`src/rtl/lsb_mem_ctrl_if.sv`:
```
// Request/response and byte-RAM signals shared by the LSB side, the RAM and lsb_mem_ctrl.
interface lsb_mem_ctrl_if;
  // LSB request / response
  logic        full_mem;
  logic [31:0] addr;
  logic [31:0] data;
  logic [3:0]  op;
  logic        mem_ready;
  logic [31:0] mem_val;
  // byte-wide RAM port and UART back-pressure
  logic [7:0]  mem_din;
  logic [7:0]  mem_dout;
  logic [31:0] mem_a;
  logic        mem_wr;
  logic        io_buffer_full;

  // Environment side: LSB requester plus RAM/UART
  modport master (
    output full_mem, addr, data, op, mem_din, io_buffer_full,
    input  mem_ready, mem_val, mem_dout, mem_a, mem_wr
  );

  // Controller side
  modport slave (
    input  full_mem, addr, data, op, mem_din, io_buffer_full,
    output mem_ready, mem_val, mem_dout, mem_a, mem_wr
  );
endinterface

```
`src/rtl/lsb_mem_ctrl.sv`:
```
// lsb_mem_ctrl: serialises LSB loads/stores of 1/2/4 bytes onto a byte-wide RAM port.
module lsb_mem_ctrl (
  input  logic          clk_in,
  input  logic          rst_in,
  input  logic          rdy_in,
  input  logic          clear_flag,
  lsb_mem_ctrl_if.slave bus
);
  localparam int unsigned AW = 32;
  localparam int unsigned DW = 32;
  localparam int unsigned BW = 8;
  localparam int unsigned CW = 2;
  localparam logic [AW-1:0] IO_ADDR0 = 32'h0003_0000;
  localparam logic [AW-1:0] IO_ADDR1 = 32'h0003_0004;

  typedef enum logic [1:0] {IDLE, READ, WRITE, DONE} state_e;

  state_e        state_q;
  logic [AW-1:0] addr_q;
  logic [DW-1:0] data_q;
  logic [2:0]    op_q;
  logic [CW-1:0] cnt_q;
  logic          clr_seen_q;

  logic          mem_ready_q;
  logic [DW-1:0] mem_val_q;
  logic [AW-1:0] mem_a_q;
  logic [BW-1:0] mem_dout_q;
  logic          mem_wr_q;

  logic [CW-1:0] last_idx_d;
  logic [CW-1:0] cnt_d;
  logic [AW-1:0] addr_nxt_d;
  logic [BW-1:0] dout_nxt_d;
  logic [DW-1:0] raw_d;
  logic [DW-1:0] ext_d;
  logic          io_blk_new_d;
  logic          io_blk_cur_d;

  // Byte index arithmetic, UART blocking and load-result assembly/extension
  always_comb begin
    case (op_q[1:0])
      2'b00:   last_idx_d = 2'd0;
      2'b01:   last_idx_d = 2'd1;
      default: last_idx_d = 2'd3;
    endcase

    cnt_d      = cnt_q + 2'd1;
    addr_nxt_d = addr_q + AW'(cnt_d);
    dout_nxt_d = BW'(data_q >> {cnt_d, 3'b000});

    io_blk_new_d = bus.io_buffer_full && ((bus.addr == IO_ADDR0) || (bus.addr == IO_ADDR1));
    io_blk_cur_d = bus.io_buffer_full && ((addr_q == IO_ADDR0) || (addr_q == IO_ADDR1));

    raw_d = mem_val_q;
    case (cnt_q)
      2'd0:    raw_d[7:0]   = bus.mem_din;
      2'd1:    raw_d[15:8]  = bus.mem_din;
      2'd2:    raw_d[23:16] = bus.mem_din;
      default: raw_d[31:24] = bus.mem_din;
    endcase

    case (op_q[1:0])
      2'b00:   ext_d = op_q[2] ? {24'h0, raw_d[7:0]}   : {{24{raw_d[7]}},  raw_d[7:0]};
      2'b01:   ext_d = op_q[2] ? {16'h0, raw_d[15:0]}  : {{16{raw_d[15]}}, raw_d[15:0]};
      default: ext_d = raw_d;
    endcase
  end

  // Controller FSM with all outputs registered; rdy_in low freezes everything
  always_ff @(posedge clk_in) begin
    if (rst_in) begin
      state_q     <= IDLE;
      addr_q      <= '0;
      data_q      <= '0;
      op_q        <= '0;
      cnt_q       <= '0;
      clr_seen_q  <= 1'b0;
      mem_ready_q <= 1'b0;
      mem_val_q   <= '0;
      mem_a_q     <= '0;
      mem_dout_q  <= '0;
      mem_wr_q    <= 1'b0;
    end else if (rdy_in) begin
      mem_ready_q <= 1'b0;
      case (state_q)
        IDLE: begin
          if (!clear_flag && bus.full_mem) begin
            addr_q     <= bus.addr;
            data_q     <= bus.data;
            op_q       <= bus.op[2:0];
            cnt_q      <= '0;
            clr_seen_q <= 1'b0;
            mem_a_q    <= bus.addr;
            if (bus.op[3]) begin
              state_q    <= WRITE;
              mem_dout_q <= bus.data[7:0];
              mem_wr_q   <= !io_blk_new_d;
            end else begin
              state_q  <= READ;
              mem_wr_q <= 1'b0;
            end
          end
        end

        READ: begin
          mem_wr_q <= 1'b0;
          if (clear_flag) begin
            state_q <= IDLE;
            cnt_q   <= '0;
          end else if (cnt_q == last_idx_d) begin
            mem_val_q   <= ext_d;
            mem_ready_q <= 1'b1;
            cnt_q       <= '0;
            state_q     <= DONE;
          end else begin
            mem_val_q <= raw_d;
            cnt_q     <= cnt_d;
            mem_a_q   <= addr_nxt_d;
          end
        end

        // A store is committed: a flush only hides its completion pulse
        WRITE: begin
          clr_seen_q <= clr_seen_q | clear_flag;
          if (mem_wr_q && (cnt_q == last_idx_d)) begin
            mem_wr_q    <= 1'b0;
            mem_ready_q <= !(clr_seen_q || clear_flag);
            cnt_q       <= '0;
            state_q     <= DONE;
          end else if (mem_wr_q) begin
            cnt_q      <= cnt_d;
            mem_a_q    <= addr_nxt_d;
            mem_dout_q <= dout_nxt_d;
            mem_wr_q   <= !io_blk_cur_d;
          end else begin
            mem_wr_q <= !io_blk_cur_d;
          end
        end

        DONE: begin
          state_q <= IDLE;
        end

        default: begin
          state_q <= IDLE;
        end
      endcase
    end
  end

  assign bus.mem_ready = mem_ready_q;
  assign bus.mem_val   = mem_val_q;
  assign bus.mem_a     = mem_a_q;
  assign bus.mem_dout  = mem_dout_q;
  assign bus.mem_wr    = mem_wr_q;

endmodule

```
`src/flat_wrapper.sv`:
```
// flat-port wrapper written by rule: the top's interface ports become plain ports
module lsb_mem_ctrl_flat 
  (clk_in, rst_in, rdy_in, clear_flag, bus_full_mem, bus_addr, bus_data, bus_op, bus_mem_din, bus_io_buffer_full, bus_mem_ready, bus_mem_val, bus_mem_dout, bus_mem_a, bus_mem_wr);
  lsb_mem_ctrl_if bus_i ();
  input  logic clk_in;
  input  logic rst_in;
  input  logic rdy_in;
  input  logic clear_flag;
  input wire logic [$bits(bus_i.full_mem)-1:0] bus_full_mem;
  input wire logic [$bits(bus_i.addr)-1:0] bus_addr;
  input wire logic [$bits(bus_i.data)-1:0] bus_data;
  input wire logic [$bits(bus_i.op)-1:0] bus_op;
  input wire logic [$bits(bus_i.mem_din)-1:0] bus_mem_din;
  input wire logic [$bits(bus_i.io_buffer_full)-1:0] bus_io_buffer_full;
  output wire logic [$bits(bus_i.mem_ready)-1:0] bus_mem_ready;
  output wire logic [$bits(bus_i.mem_val)-1:0] bus_mem_val;
  output wire logic [$bits(bus_i.mem_dout)-1:0] bus_mem_dout;
  output wire logic [$bits(bus_i.mem_a)-1:0] bus_mem_a;
  output wire logic [$bits(bus_i.mem_wr)-1:0] bus_mem_wr;
  assign bus_i.full_mem = bus_full_mem;
  assign bus_i.addr = bus_addr;
  assign bus_i.data = bus_data;
  assign bus_i.op = bus_op;
  assign bus_i.mem_din = bus_mem_din;
  assign bus_i.io_buffer_full = bus_io_buffer_full;
  assign bus_mem_ready = bus_i.mem_ready;
  assign bus_mem_val = bus_i.mem_val;
  assign bus_mem_dout = bus_i.mem_dout;
  assign bus_mem_a = bus_i.mem_a;
  assign bus_mem_wr = bus_i.mem_wr;
  lsb_mem_ctrl u_core (.clk_in(clk_in), .rst_in(rst_in), .rdy_in(rdy_in), .clear_flag(clear_flag), .bus(bus_i));
endmodule
```
`config.mk`:
```
export PLATFORM = sky130hd
export DESIGN_NAME = lsb_mem_ctrl_flat
export DESIGN_NICKNAME = d
export VERILOG_FILES = /design/src/rtl/lsb_mem_ctrl_if.sv /design/src/rtl/lsb_mem_ctrl.sv /design/src/flat_wrapper.sv
export SDC_FILE = /design/constraint.sdc
export NUM_CORES = 1
export LEC_CHECK = 0
export CAP_MARGIN = 30
export CORE_ASPECT_RATIO = 0.75
export CORE_MARGIN = 4
export CORE_UTILIZATION = 50
export DETAILED_ROUTE_END_ITERATION = 7
export HOLD_SLACK_MARGIN = 0.1
export PLACE_DENSITY = 0.79
export SKIP_CTS_REPAIR_TIMING = 1
export SKIP_LAST_GASP = 1
export SLEW_MARGIN = 15
export SYNTH_ARGS = -nofsm -noshare
export SYNTH_HDL_FRONTEND = slang
export SYNTH_SLANG_ARGS = --single-unit
```
`constraint.sdc`:
```
create_clock -name clk_in -period 6.7 [get_ports clk_in]
set_input_delay 1.005 -clock clk_in [delete_from_list [all_inputs] [get_ports clk_in]]
set_output_delay 1.005 -clock clk_in [all_outputs]
set_load 0.05 [all_outputs]
```
== After elaboration in Yosys (flattened, before gate mapping) ==
Cells that the tools add are included.

* Word-level logic and storage cells: 103
* Bits in registers: 146
* Output and inout bits: 74
* Input port bits: 82

* Add/subtract/negate cells: 2
* Muxes and demuxes: 42
* Equality and inequality tests: 20
* Reductions and logical operators: 25
* Shift-type cells: 1
* Bitwise logic cells: 2

{| class="wikitable"
|+ Operators by type and width
! cell !! number
|-
| $mux W32 || 8
|-
| $eq A32 B18 Y1 const B || 4
|-
| $pmux W32 S3 || 1
|-
| $mux W8 || 8
|-
| $pmux W32 S2 || 1
|-
| $add A32 B2 Y32 || 1
|-
| $shr A32 B5 Y8 || 1
|-
| $mux W2 || 10
|-
| $pmux W8 S2 || 1
|-
| $reduce_and A3 Y1 || 4
|-
| $ne A2 B2 Y1 const B || 4
|-
| $pmux W2 S4 || 1
|-
| $reduce_and A4 Y1 || 2
|-
| $mux W1 || 7
|-
| $reduce_and A7 Y1 || 1
|-
| $eq A2 B1 Y1 const B || 3
|-
| $eq A2 B2 Y1 const B || 3
|-
| $logic_not A2 Y1 || 3
|-
| $ne A2 B1 Y1 const B || 3
|-
| $pmux W2 S3 || 1
|-
| $reduce_and A6 Y1 || 1
|-
| $logic_and A1 B1 Y1 || 4
|-
| $logic_not A1 Y1 || 4
|-
| $pmux W1 S2 || 2
|-
| other kinds (12) || 14
|}

== Logic depth before layout (Yosys ltp) ==
* Depth after elaboration: 7
* Gate-level depth with buffers: 11
* Gate-level depth less buffers: 8

== Worst setup path after synthesis ==
Ideal clock, no wire load.

* Path kind: reg-to-reg
* Start: register u_core.cnt_q[0]
* End: register u_core.mem_a_q[25] (netlist: u_core.bus.mem_a[25])
* Data required time: 6.640 ns
* Cell stages (with the launch flop): 12
* Arrival time: 3.292 ns
* Setup time: 0.060 ns
* Slack: 3.349 ns
* Clock period less this slack: 3.351 ns
* Path buffers: 3
* Cells stage by stage: dfxtp_1 buf_2 buf_1 inv_1 ha_1 ha_1 a21oi_1 or4_4 buf_6 or4_1 a311oi_1 a31o_1

* Cells in the longest elaborated chain, start to end: 5
* Elaborated cells on any way between the ends: 12
* Classes of those cells: add/sub: 2; eq/ne: 3; mux: 5; reduce/logical: 2

{| class="wikitable"
|+ RTL lines
! item !! line !! RTL
|-
| from (decl) || lsb_mem_ctrl.sv:22 || <nowiki>logic [CW-1:0] cnt_q;</nowiki>
|-
| from (signal assigned) || lsb_mem_ctrl.sv:118 || <nowiki>cnt_q <= cnt_d;</nowiki>
|-
| from (signal assigned) || lsb_mem_ctrl.sv:132 || <nowiki>cnt_q <= cnt_d;</nowiki>
|-
| $add A2 B1 Y2 || lsb_mem_ctrl.sv:48 || <nowiki>cnt_d = cnt_q + 2'd1;</nowiki>
|-
| $add A32 B2 Y32 || lsb_mem_ctrl.sv:49 || <nowiki>addr_nxt_d = addr_q + AW'(cnt_d);</nowiki>
|-
| $mux W32 (on tied branches) || lsb_mem_ctrl.sv:131, lsb_mem_ctrl.sv:111 ||
|-
| $mux W32 (on tied branches) || lsb_mem_ctrl.sv:126, lsb_mem_ctrl.sv:108 ||
|-
| $pmux W32 S3 || lsb_mem_ctrl.sv:86 || <nowiki>case (state_q)</nowiki>
|-
| to (signal assigned) || lsb_mem_ctrl.sv:94 || <nowiki>mem_a_q <= bus.addr;</nowiki>
|-
| to (signal assigned) || lsb_mem_ctrl.sv:119 || <nowiki>mem_a_q <= addr_nxt_d;</nowiki>
|-
| to (signal assigned) || lsb_mem_ctrl.sv:133 || <nowiki>mem_a_q <= addr_nxt_d;</nowiki>
|-
| to (decl) || lsb_mem_ctrl.sv:27 || <nowiki>logic [AW-1:0] mem_a_q;</nowiki>
|}

Parallel ways exist; a longest one is shown, timed or not. The select of a mux whose other input is x is not followed.
A chain may end at the register's enable or synchronous reset.

== Final worst setup path ==
* Start: register u_core.cnt_q[0]
* End: register u_core.mem_a_q[19] (netlist: u_core.bus.mem_a[19])

Same word-level chain as after synthesis.

==> impl_summary.txt <==
----------------------------------------------------
[Outcome]
  Outcome ... finished, final reports clean

[Global routing]
  Initial antenna violation count ... 0
  Gr usage total ... about a quarter
  Aggregate global routing overflow ... 0
  Number of global-route vias before repair ... around 6,300
  Maximum number of pins on one net before global-route repair ... 72
  First-pass GRT wire length ... around 33 mm

[Worst setup path]
  Worst-path fanout max ... 18
  Reg2reg path depth ... 8
  Critical Path Source Type ... register
  Slowest cell on crit path ... sky130_fd_sc_hd__dfxtp_1
  Timing startpoint of the critical path ... u_core.cnt_q[0]
  Worst stage delay on the critical path ... 0.86 ns
  Cells traversed along the worst timing path ... inv_1, ha_1, ha_1, a21oi_1, or4_4, or3_1, a311o_1, a21oi_1
  Critical Path RT ... about 7 ns
  Worst flop-to-flop path endpoint ... u_core.bus.mem_a[19]
  Category of the worst setup path capture point ... register
  End point of the critical path ... u_core.bus.mem_a[19]
  Start-to-end type of the worst setup path ... reg -> reg
  Crit path DAT ... between 4 and 5 ns
  Reg-to-reg slack, setup ... between 2 and 3 ns
  Critical R2R Launch ... u_core.cnt_q[0]

[Clock tree]
  Root Buffer Master ... sky130_fd_sc_hd__clkbuf_16
  Clock sinks ... ~150
  Longest Clk Path Bufs ... 2
  Clock transition time at the flip-flop clock pins of the worst setup and hold paths ... 0.06 ns
  Clock insertion delay at the later pin of the skew report ... ~0.42 ns
  CTS tree ... built
  H-tree depth ... 4
  Number of buffers inserted during clock tree synthesis ... 17

[Power and ir drop]
  Portion of total power attributed to sequential cells ... 38.9%
  Combinational power share ... 18.6%
  Fraction of power spent switching nets ... roughly 28%
  Overall Power ... 2.45 mW
  Design internal power ... between 1.5 and 2 mW
  Switching power summed over all nets ... just under 0.7 mW
  LEAKAGE ... 3.03 nW
  Power density over the cells ... 265 nW/um^2
  Part of the power in the clock network ... between 40% and 50%
  Largest voltage drop on the vdd net ... just under 200 uV

[Placement]
  Buffers added on ports ... ~160
  Gp weighted congestion ... 0.958
  Dpl hpwl ... ~14 mm
  Placed Cells ... ~1,100
  Placed Instance Area ... 8580 um^2

[Timing]
  Clock skew after layout ... 0.00688 ns
  Total negative setup slack ... 0 ns
  Worst Tran Pin Value ... 0.904 ns
  Share of the clock period used by the worst path after layout ... between 50% and 60%
  Minimum period implied by the final worst setup slack ... 3.72 ns
  Setup-failing EPs final ... 0
  Max-slew violation count ... 0
  Unrepaired setup endpoints after global routing ... false
  Achievable clock frequency ... roughly 270 MHz
  Fin. Hold Viols ... 0
  Worst max-slew margin expressed relative to the limit ... 39.8%

[Floorplanning]
  Boundary Pins ... between 150 and 200
  Core Rows ... 37
  Effective utilization at floorplan ... roughly 51%
  DIE AREA ... around 16,000 um^2
  Die H ... 111 um
  Area of the placeable core ... 13,700 um^2
  Horizontal extent of the die ... 145 um

[Detailed routing]
  Starting DRT DRC Count ... about 700
  Vias per cell ... between 5 and 6
  Routed wirelength normalized by instance count ... between 15 and 20 um
  Antenna Violating Nets Remaining ... 0
  DR vias ... around 6,800
  Routed Wire Length ... slightly above 20 mm
  DRC viols ... 0
  Number of iterations in the first detailed-routing pass ... 7

[Synthesis]
  Largest area contributor in the netlist ... sky130_fd_sc_hd__dfxtp_1
  Library cell with the highest instance count after synthesis ... sky130_fd_sc_hd__nand2_1
  Count of flip-flops with a built-in enable after synthesis ... 0
  Post-synth net total ... 959
  Yosys warns ... 0
  Area fraction of the dominant cell type after synthesis ... between 40% and 50%
  Cell variety after synth ... 64
  Most frequent cells after synthesis ... 194 x sky130_fd_sc_hd__nand2_1, 146 x sky130_fd_sc_hd__dfxtp_1, 98 x sky130_fd_sc_hd__a21oi_1
  Register area share after synthesis ... 41.5%
  Yosys reg bits ... approximately 150
  Top post-synthesis cells by area ... sky130_fd_sc_hd__dfxtp_1 42%, sky130_fd_sc_hd__nand2_1 10%, sky130_fd_sc_hd__a21oi_1 7.0%
  Combined area of all synthesized cells ... approximately 7000 um^2
  Dominant register cell in the synthesized netlist ... sky130_fd_sc_hd__dfxtp_1
  Share of flip-flops with an asynchronous set or reset after synthesis ... 0%
  Post-Synthesis Mean Instance Area ... between 8 and 9 um^2
  Synthesized netlist cell count ... between 800 and 900

[Run]
  Max-cap violations ... 0

[Final layout]
  Share of post-route cells with drive strength above 1 ... slightly above 6%
  Design area ... between 9000 and 10,000 um^2
  Final cell count without fillers ... between 1,000 and 1,500
  Combined area of the multi-input logic cells ... roughly 3700 um^2
  Post-synthesis to final-layout area growth ... 31.1%
  Diodes inserted ... 0
  Flip-flop and latch area ... a little under 3000 um^2
  Net count, final ... about 1,100
  # fillers ... ~1,100

[Worst hold path]
  Hold Crit Class ... reg -> reg

----------------------------------------------------
## logic make-up (layout without fill, tap and decap cells)
family          count (synthesis)  after routing  synth area share, %
buf+inv                       102            231                 6.35
flops                         146            146                 41.5
simple gates                  340            340                 22.3
xor+xnor                       21             21                 2.61
mux                            22             22                 4.59
fa+ha+maj                      11             11                 2.06
compound gates                224            224                 20.5
## flip-flops by register name (all words and copies together) (netlist names)
name / cells
u_core.addr_q: 32
u_core.bus.mem_a: 32
u_core.bus.mem_dout: 8
u_core.bus.mem_ready: 1
u_core.bus.mem_val: 32
u_core.bus.mem_wr: 1
u_core.clr_seen_q: 1
u_core.cnt_q: 2
u_core.data_q: 32
u_core.op_q: 3
u_core.state_q: 2
## worst max-delay path, delay by kind of cell, from the launching register on
kind                       cells  cell delay, ns
AOI/OAI and AO/OA              3            0.63
DFF                            1            0.86
adders and majority gates      2            0.96
and+or+nand+nor                2            0.98
buffers and inverters          1            0.20
## power groups by stage
stage | registers [mW] | logic (mW) | clock network, mW
floorplan | 1.06 | 0.198 | 0
global placement | 0.969 | 0.445 | 0
detailed placement | 0.970 | 0.448 | 0
CTS | 0.952 | 0.453 | 1.05
global route | 0.958 | 0.489 | 1.08
finish | 0.953 | 0.455 | 1.04
## final cells by class
type / count / share of cell area (%)
clock inverter: 10 / 1.98
multi-input combinational: 618 / 40.1
tap: 175 / 2.37
clock buffer: 20 / 4.95
timing repair buffer: 162 / 17.3
inverter: 39 / 1.59
sequential: 146 / 31.7
## per-stage QoR
step	worst slack, ns	hold WS [ns]	utilization [%]
floorplan	3.35	0.433	-
global placement	3.00	0.439	62.3
detailed placement	2.97	0.443	62.4
CTS	2.96	0.451	67.0
global route	2.63	0.471	67.1
finish	2.98	0.452	67.1
## how the worst min path moves through the flow
stage                          startpoint                     to  slack (ns)  depth (start not counted)
floorplan               u_core.data_q[24]      u_core.data_q[24]        0.43                          2
global placement         u_core.data_q[6]       u_core.data_q[6]        0.44                          2
detailed placement      u_core.data_q[27]      u_core.data_q[27]        0.44                          2
CTS                     u_core.data_q[27]      u_core.data_q[27]        0.45                          2
global route             u_core.data_q[9]       u_core.data_q[9]        0.47                          2
finish              u_core.bus.mem_val[5]  u_core.bus.mem_val[5]        0.45                          2
## layout by cell type, fill, tap and decap left out, types with 11 or more instances in the layout
cell / synthesis / routed
sky130_fd_sc_hd__clkbuf_16: 0 / 17
sky130_fd_sc_hd__mux2i_1: 12 / 12
sky130_fd_sc_hd__o21ai_0: 33 / 33
sky130_fd_sc_hd__nand4_1: 19 / 19
sky130_fd_sc_hd__a211oi_1: 14 / 14
sky130_fd_sc_hd__clkdlybuf4s50_1: 0 / 154
sky130_fd_sc_hd__nor4_1: 16 / 16
sky130_fd_sc_hd__nand3_1: 22 / 21
sky130_fd_sc_hd__dfxtp_1: 146 / 146
sky130_fd_sc_hd__inv_1: 39 / 39
sky130_fd_sc_hd__nor2_1: 39 / 39
sky130_fd_sc_hd__nand2_1: 194 / 194
sky130_fd_sc_hd__xnor2_1: 11 / 11
sky130_fd_sc_hd__a211o_1: 11 / 11
sky130_fd_sc_hd__a21oi_1: 98 / 98
sky130_fd_sc_hd__a221oi_1: 23 / 23
## per-layer routing
layer / GRT usage (%) / share of wire [%] / vias up
li1: - / - / 3324
met1: 37.0 / 48 / 3135
met2: 36.1 / 42 / 304
met3: 6.78 / 8.6 / 24
met4: 6.08 / 1.1 / 0
met5: 0 / 0 / -
No activity file was read; power rests on OpenSTA's default activity.
